--- src/rtl/tron_player_mover.sv ---
// Steps one light-cycle head per prescaler tick and hands each new pixel to the plot stage over req/ack.
// Stops in a terminal crash state on a wall hit or when the plot stage reports an occupied pixel.
module tron_player_mover #(
  parameter int          X_MAX     = 160,
  parameter int          Y_MAX     = 120,
  parameter int          X_START   = 8,
  parameter int          Y_START   = 60,
  parameter logic [4:0]  START_DIR = 5'b00010,
  parameter int          TICK_DIV  = 833333
) (
  input  logic       clk,
  input  logic       reset,
  input  logic       enable,
  input  logic [4:0] dir_in,
  input  logic       hit_in,
  input  logic       plot_ack,
  output logic [7:0] x,
  output logic [6:0] y,
  output logic [4:0] heading,
  output logic       plot_req,
  output logic       crashed
);

  localparam logic [4:0] D_UP = 5'b10000;
  localparam logic [4:0] D_DN = 5'b01000;
  localparam logic [4:0] D_LF = 5'b00100;
  localparam logic [4:0] D_RT = 5'b00010;

  localparam int            CW        = $clog2(TICK_DIV);
  localparam logic [CW-1:0] TICK_LAST = CW'(TICK_DIV - 1);

  typedef enum logic [1:0] {S_IDLE, S_PLOT, S_CRASH} state_t;

  state_t        state, state_nxt;
  logic [CW-1:0] cnt;
  logic [4:0]    pending;
  logic          step;
  logic          dir_ok;
  logic          wall;
  logic [7:0]    x_nxt;
  logic [6:0]    y_nxt;

  function automatic logic [4:0] opposite(input logic [4:0] d);
    case (d)
      D_UP:    opposite = D_DN;
      D_DN:    opposite = D_UP;
      D_LF:    opposite = D_RT;
      default: opposite = D_LF;
    endcase
  endfunction

  always_comb begin
    dir_ok = (dir_in inside {D_UP, D_DN, D_LF, D_RT}) && (dir_in != opposite(heading));
    step   = (state == S_IDLE) && enable && (cnt == TICK_LAST);
  end

  // Wall check comes before the move so the head never wraps.
  always_comb begin
    wall  = 1'b0;
    x_nxt = x;
    y_nxt = y;
    case (pending)
      D_UP: if (y == 7'd0) wall = 1'b1;
            else y_nxt = y - 7'd1;
      D_DN: if (y == 7'(Y_MAX - 1)) wall = 1'b1;
            else y_nxt = y + 7'd1;
      D_LF: if (x == 8'd0) wall = 1'b1;
            else x_nxt = x - 8'd1;
      default: if (x == 8'(X_MAX - 1)) wall = 1'b1;
               else x_nxt = x + 8'd1;
    endcase
  end

  always_ff @(posedge clk) begin
    if (reset) state <= S_PLOT;
    else       state <= state_nxt;
  end

  always_comb begin
    state_nxt = state;
    case (state)
      S_IDLE:  if (step) state_nxt = wall ? S_CRASH : S_PLOT;
      S_PLOT:  if (plot_ack) state_nxt = hit_in ? S_CRASH : S_IDLE;
      default: state_nxt = S_CRASH;
    endcase
  end

  always_comb begin
    plot_req = (state == S_PLOT);
    crashed  = (state == S_CRASH);
  end

  always_ff @(posedge clk) begin
    if (reset) begin
      x       <= 8'(X_START);
      y       <= 7'(Y_START);
      heading <= START_DIR;
      pending <= START_DIR;
      cnt     <= '0;
    end else begin
      if (state != S_CRASH && dir_ok) pending <= dir_in;
      // Prescaler only runs while idle; PLOT and CRASH freeze the count.
      if (state == S_IDLE && enable) cnt <= (cnt == TICK_LAST) ? '0 : cnt + CW'(1);
      if (step) begin
        heading <= pending;
        x       <= x_nxt;
        y       <= y_nxt;
      end
    end
  end

endmodule

--- config.mk ---
export PLATFORM = sky130hd
export DESIGN_NAME = tron_player_mover
export DESIGN_NICKNAME = d
export VERILOG_FILES = /design/src/rtl/tron_player_mover.sv
export SDC_FILE = /design/constraint.sdc
export NUM_CORES = 1
export LEC_CHECK = 0
export BUFFER_PORTS_ARGS = -buffer_cell sky130_fd_sc_hd__buf_2
export CORE_MARGIN = 2
export CORE_UTILIZATION = 53
export DETAILED_ROUTE_END_ITERATION = 10
export PLACE_DENSITY_LB_ADDON = 0.05
export SYNTH_ARGS = -nofsm -noshare
export SYNTH_HDL_FRONTEND = slang
export SYNTH_SLANG_ARGS = --single-unit
export TNS_END_PERCENT = 30
--- constraint.sdc ---
create_clock -name clk -period 2.7 [get_ports clk]
set_input_delay 0 -clock clk [delete_from_list [all_inputs] [get_ports clk]]
set_output_delay 0 -clock clk [all_outputs]
set_load 0.01 [all_outputs]
* Word level (Yosys, flattened, before mapping)
Cells that the tools add are included.
** Cells by class
- Bitwise logic cells :: 1
- Add/sub/neg operators :: 5
- Multiply operators :: 0
- Equal/unequal tests :: 23
- Shift-type cells :: 0
- Reduce and logical (&&, ||, !) cells :: 13
- Divide/modulo/power cells :: 0
- Order comparisons :: 0
- Multiplexer cells :: 18
** Operator list (number)
- adder 20 x 1 -> 20 bit, second input constant :: 1
- equality test 20 bit, second input constant :: 1
- 2-to-1 mux 20 bit :: 1
- 2-to-1 mux 8 bit :: 2
- one-hot mux 8 bit (2 select lines) :: 1
- equality test 5 x 3 -> 1 bit, second input constant :: 3
- equality test 5 x 4 -> 1 bit, second input constant :: 3
- equality test 5 bit, second input constant :: 3
- one-hot mux 5 bit (3 select lines) :: 1
- 2-to-1 mux 7 bit :: 2
- one-hot mux 7 bit (2 select lines) :: 1
- != test 2 bit, second input constant :: 6
- adder 8 x 1 -> 8 bit, second input constant :: 1
- equality test 8 bit, second input constant :: 1
- logical NOT 8 bit :: 1
- 2-to-1 mux 2 bit :: 4
- AND reduction 4 bit :: 2
- subtractor 8 x 1 -> 8 bit, second input constant :: 1
- adder 7 x 1 -> 7 bit, second input constant :: 1
- equality test 7 bit, second input constant :: 1
- logical NOT 7 bit :: 1
- subtractor 7 x 1 -> 7 bit, second input constant :: 1
- equality test 5 x 2 -> 1 bit, second input constant :: 1
- != test 5 bit :: 1
- other kinds (13) :: 19
** Word-level totals
- Memory bits (read-only) :: 0
- Logic and storage cells :: 66
- Output and inout bits :: 22
- Bits in latches :: 0
- Input bits :: 10
- Register bits after elaboration :: 47
- Bits in writable memories :: 0
- Memories kept :: 0

* Longest topological paths before layout
- Word-level depth :: 6
- Gate-level depth with buffers :: 9
- Depth with buffers taken out :: 9

* Worst setup path before layout
OpenSTA, ideal clock, no wires.
- Path kind :: register -> register
- Start point :: register pending[0]
- End point :: register y[6]
- Cell stages (with the launch flop) :: 9
- Arrival :: 2617 ps
- Period minus slack after synthesis :: 2738 ps
- Buffers on the path :: 0
- Setup slack :: -38 ps
- Cells stage by stage :: dfxtp_1 > nor3_1 > nand2_1 > fa_1 > a21o_1 > a31oi_1 > a211oi_1 > o211ai_1 > mux2_4
** On the way
- Cells in the longest elaborated chain, start to end :: 3
** Ends and longest elaborated chain
- start: declaration :: line 36 : logic [4:0] pending;
- start signal: assignment :: line 101 : if (state != S_CRASH && dir_ok) pending <= dir_in;
- equality test 5 x 4 -> 1 bit / equality test 5 bit (equally long branches) :: line 62 : case (pending)
- != test 2 bit (no line) / nonzero test 2 bit (equally long branches)
- AND reduction 4 bit (no line)
- end signal: assignment :: line 96 : y <= 7'(Y_START);
- end signal: assignment :: line 107 : y <= y_nxt;
- end: declaration :: line 18 : output logic [6:0] y,
Parallel ways exist; a longest one is shown, timed or not.
A chain may end at the register's enable or synchronous reset.

* Final worst setup path
- Start point :: register pending[0]
- End point :: register x[7]
** On the way
- Cells in the longest elaborated chain, start to end :: 4
** Ends and longest elaborated chain
- equality test 5 x 4 -> 1 bit / equality test 5 bit (equally long branches) :: line 62
- OR reduction 2 bit (no line)
- inverter 1 bit (no line)
- AND reduction 4 bit (no line)
- end signal: assignment :: line 95 : x <= 8'(X_START);
- end signal: assignment :: line 106 : x <= x_nxt;
- end: declaration :: line 17 : output logic [7:0] x,
Parallel ways exist; a longest one is shown, timed or not.

==> impl_metrics.ini <==
[route]
first_pass_iters = 4
vias = 2546
drc = 0
routed_wl_mm = 6.40
wl_per_cell_microns = 14.5
drtIter0Drc = 179
final_antenna_net_count = 0
routed_via_density = 5.77

[floorplanning]
core_area_sq_mm = 0.00517
ioPinCount = 32
die_w_microns = 77.5
rows = 26
die_h_microns = 77.5
initial_core_util = 0.554
dieArea_sq_mm = 0.00601

[setup_path]
r2r_start = pending[0]$_SDFFE_PP0P_
rr_worst_depth = 9
reg2reg_to = x[7]$_SDFFE_PP0P_
end_kind = flip-flop
cp_data_arrival_time_ns = 2.72
r2r_slack_ns = 0.19
cp-start-kind = flip-flop
required_ns = 2.91
crit_path_max_fanout = 7
path_class = reg -> reg

[grt]
grt_use_total = 0.228
overflow = 0
antenna_found_initial = 0
grt_pass1_wl_mm = 11.3
first_global_vias = 2457
grt_max_degree = 22

[logic_synthesis]
ys_warn_count = 0
ys.flop_type = dfxtp_1
synth.most_common_cell = dfxtp_1
async_flop_share = 0
synth_nets = 360
synth_edf_count = 0
synth-seq-cells = 47
ys_seq_area_frac = 0.329
postSynthCellCount = 335
synth_cell_types = 62
syn-cell-area_sq_mm = 0.00286
synth.area.top_cells = dfxtp_1 (33%), nor2_1 (5.9%), ha_1 (5.7%), xor2_1 (4.0%), mux2i_1 (3.8%)
synth_top_area_frac = 0.329
synth_area_leader_cell = dfxtp_1
synthTopCellsByCount = dfxtp_1 (47), nor2_1 (45), nand2_1 (24)
synth_area_per_cell_sq_um = 8.55

[cts]
path_clk_slew_ns = 0.09
cts_tree = done
numCtsBuffers = 5
clk_latency_ns = 0.29
clk_path_buf_depth = 2
ctsRootBufferMaster = clkbuf_8
cts_max_level = 2
cts_sinks = 47

[finish]
drive_above_1_share = 0.154
postLayoutCoreUtil = 0.624
antenna_cells = 0
seqCellArea_sq_um = 941
num-nets-final = 396
area_growth_pct = 12.7
fillers = 469
multi_input_area_sq_mm = 0.00183

[timing]
hold_viol_final = 0
finalCritPeriodShare = 0.929
rsz0062_at_grt = false
setup_violations = 0
max_freq_ghz = 0.399
fin_skew_ns = 0.00722
max_slew_margin = 0.612
maxSlewViolCount = 0
fin_setup_tns_ns = 0
fin_crit_ns = 2.51
worst_slew_pin_slew_ns = 0.574

[worst_hold_path]
whs_path_depth = 3
min_from = dir_in[4]
min_to = pending[4]$_SDFFE_PP0P_
hold_class = in -> reg

[placed_design]
dp_hpwl_mm = 4.70
place.gp.congestion = 0.784
portBuffers = 31

[run_status]
status = completed

[flow_run]
max_cap_viol_count = 0

[pwr]
irDropWorstVdd_uv = 211
power_per_cell_area_mw_per_mm2 = 393
power.leakage_nw = 1.25
==> area by class of cell <==
cell class	instances	area share
multi-input combinational	266	0.568
sequential	47	0.291
timing repair buffer	38	0.0667
tap	70	0.0271
clock buffer	6	0.0225
inverter	13	0.0151
clock inverter	1	0.00930
==> power by group <==
group          internal [mW]  leakage, nW  switching [mW]  total, mW
Clock                  0.272       0.0513           0.226      0.498
Combinational         0.0283        0.823          0.0371     0.0654
Sequential             0.698        0.379         0.00737      0.705
Total                  0.998         1.25           0.271       1.27
==> repair_timing <==
| action | in CTS | in global routing |
|---|---|---|
| hold endpoints to repair | 3 | 0 |
| hold buffers | 3 | 0 |
| gates resized for setup | 0 | 3 |
| endpoints found under the setup margin | 0 | 3 |
| setup buffers | 0 | 0 |
==> sequential cells by signal, indices dropped and copies added (netlist names) <==
signal and flops:
cnt 20, heading 5, pending 5, state 2
x 8, y 7
==> per-stage QoR <==
step	total power, mW	worst slack (ns)	instances	hold WS [ns]	cell area, sq um
after floorplan	0.763	0.189	335	0.125	2870
after global placement	0.782	0.195	431	0.280	3090
after detailed placement	0.783	0.110	431	0.282	3090
after CTS	1.28	0.0754	441	0.00646	3220
after global routing	1.31	0.0322	441	0.0107	3230
final	1.27	0.192	441	0.00305	3230
==> routing by layer <==
| metal | part of all wire | track usage | wire length [microns] | vias up |
|---|---|---|---|---|
| met4 | 0.0081 | 0.0571 | 52 | 0 |
| li1 | - | - | - | 1293 |
| met1 | 0.49 | 0.312 | 3140 | 1179 |
| met5 | 0 | 0 | 0 | - |
| met3 | 0.045 | 0.0314 | 286 | 6 |
| met2 | 0.46 | 0.379 | 2920 | 68 |
==> worst max path at each step <==
stage | slack (ns) | endpoint | startpoint | depth (start not counted)
floorplan | 0.19 | y[6]$_SDFFE_PP0P_ | pending[0]$_SDFFE_PP0P_ | 8
global placement | 0.19 | x[7]$_SDFFE_PP0P_ | pending[0]$_SDFFE_PP0P_ | 9
detailed placement | 0.11 | x[7]$_SDFFE_PP0P_ | pending[0]$_SDFFE_PP0P_ | 9
CTS | 0.08 | x[7]$_SDFFE_PP0P_ | pending[0]$_SDFFE_PP0P_ | 9
global route | 0.03 | x[7]$_SDFFE_PP0P_ | pending[0]$_SDFFE_PP0P_ | 9
finish | 0.19 | x[7]$_SDFFE_PP0P_ | pending[0]$_SDFFE_PP0P_ | 9
==> critical path, cell delays in order, from the launching register on <==
cell and delay [ns]:
dfxtp_1 0.35, nor4_2 0.32, nand2_1 0.19, inv_2 0.17, ha_1 0.23, nand3_1 0.12
o2111ai_1 0.19, o211ai_1 0.20, or4_1 0.53, o2111ai_1 0.11
==> placed cells by master, fill, tap and decap left out, drive strengths merged, types with 8 or more instances in the layout <==
| cell | n |
|---|---|
| nor3 | 14 |
| nand3 | 19 |
| xor2 | 13 |
| xnor2 | 11 |
| mux2i | 11 |
| inv | 13 |
| o21ai | 11 |
| nand4 | 8 |
| nor2 | 45 |
| buf | 35 |
| ha | 13 |
| nand2 | 24 |
| dfxtp | 47 |
| a21oi | 14 |
==> kinds of logic after synthesis <==
logic type,count (synthesis),share of synthesized area
XOR/XNOR,24,0.0734
multiplexers,12,0.0437
AO/OA/AOI/OAI,61,0.153
buffers and inverters,22,0.0363
AND/OR/NAND/NOR,153,0.291
flip-flops,47,0.329
adder cells (fa/ha/maj),16,0.0743
Power figures use the tool's default switching activity.
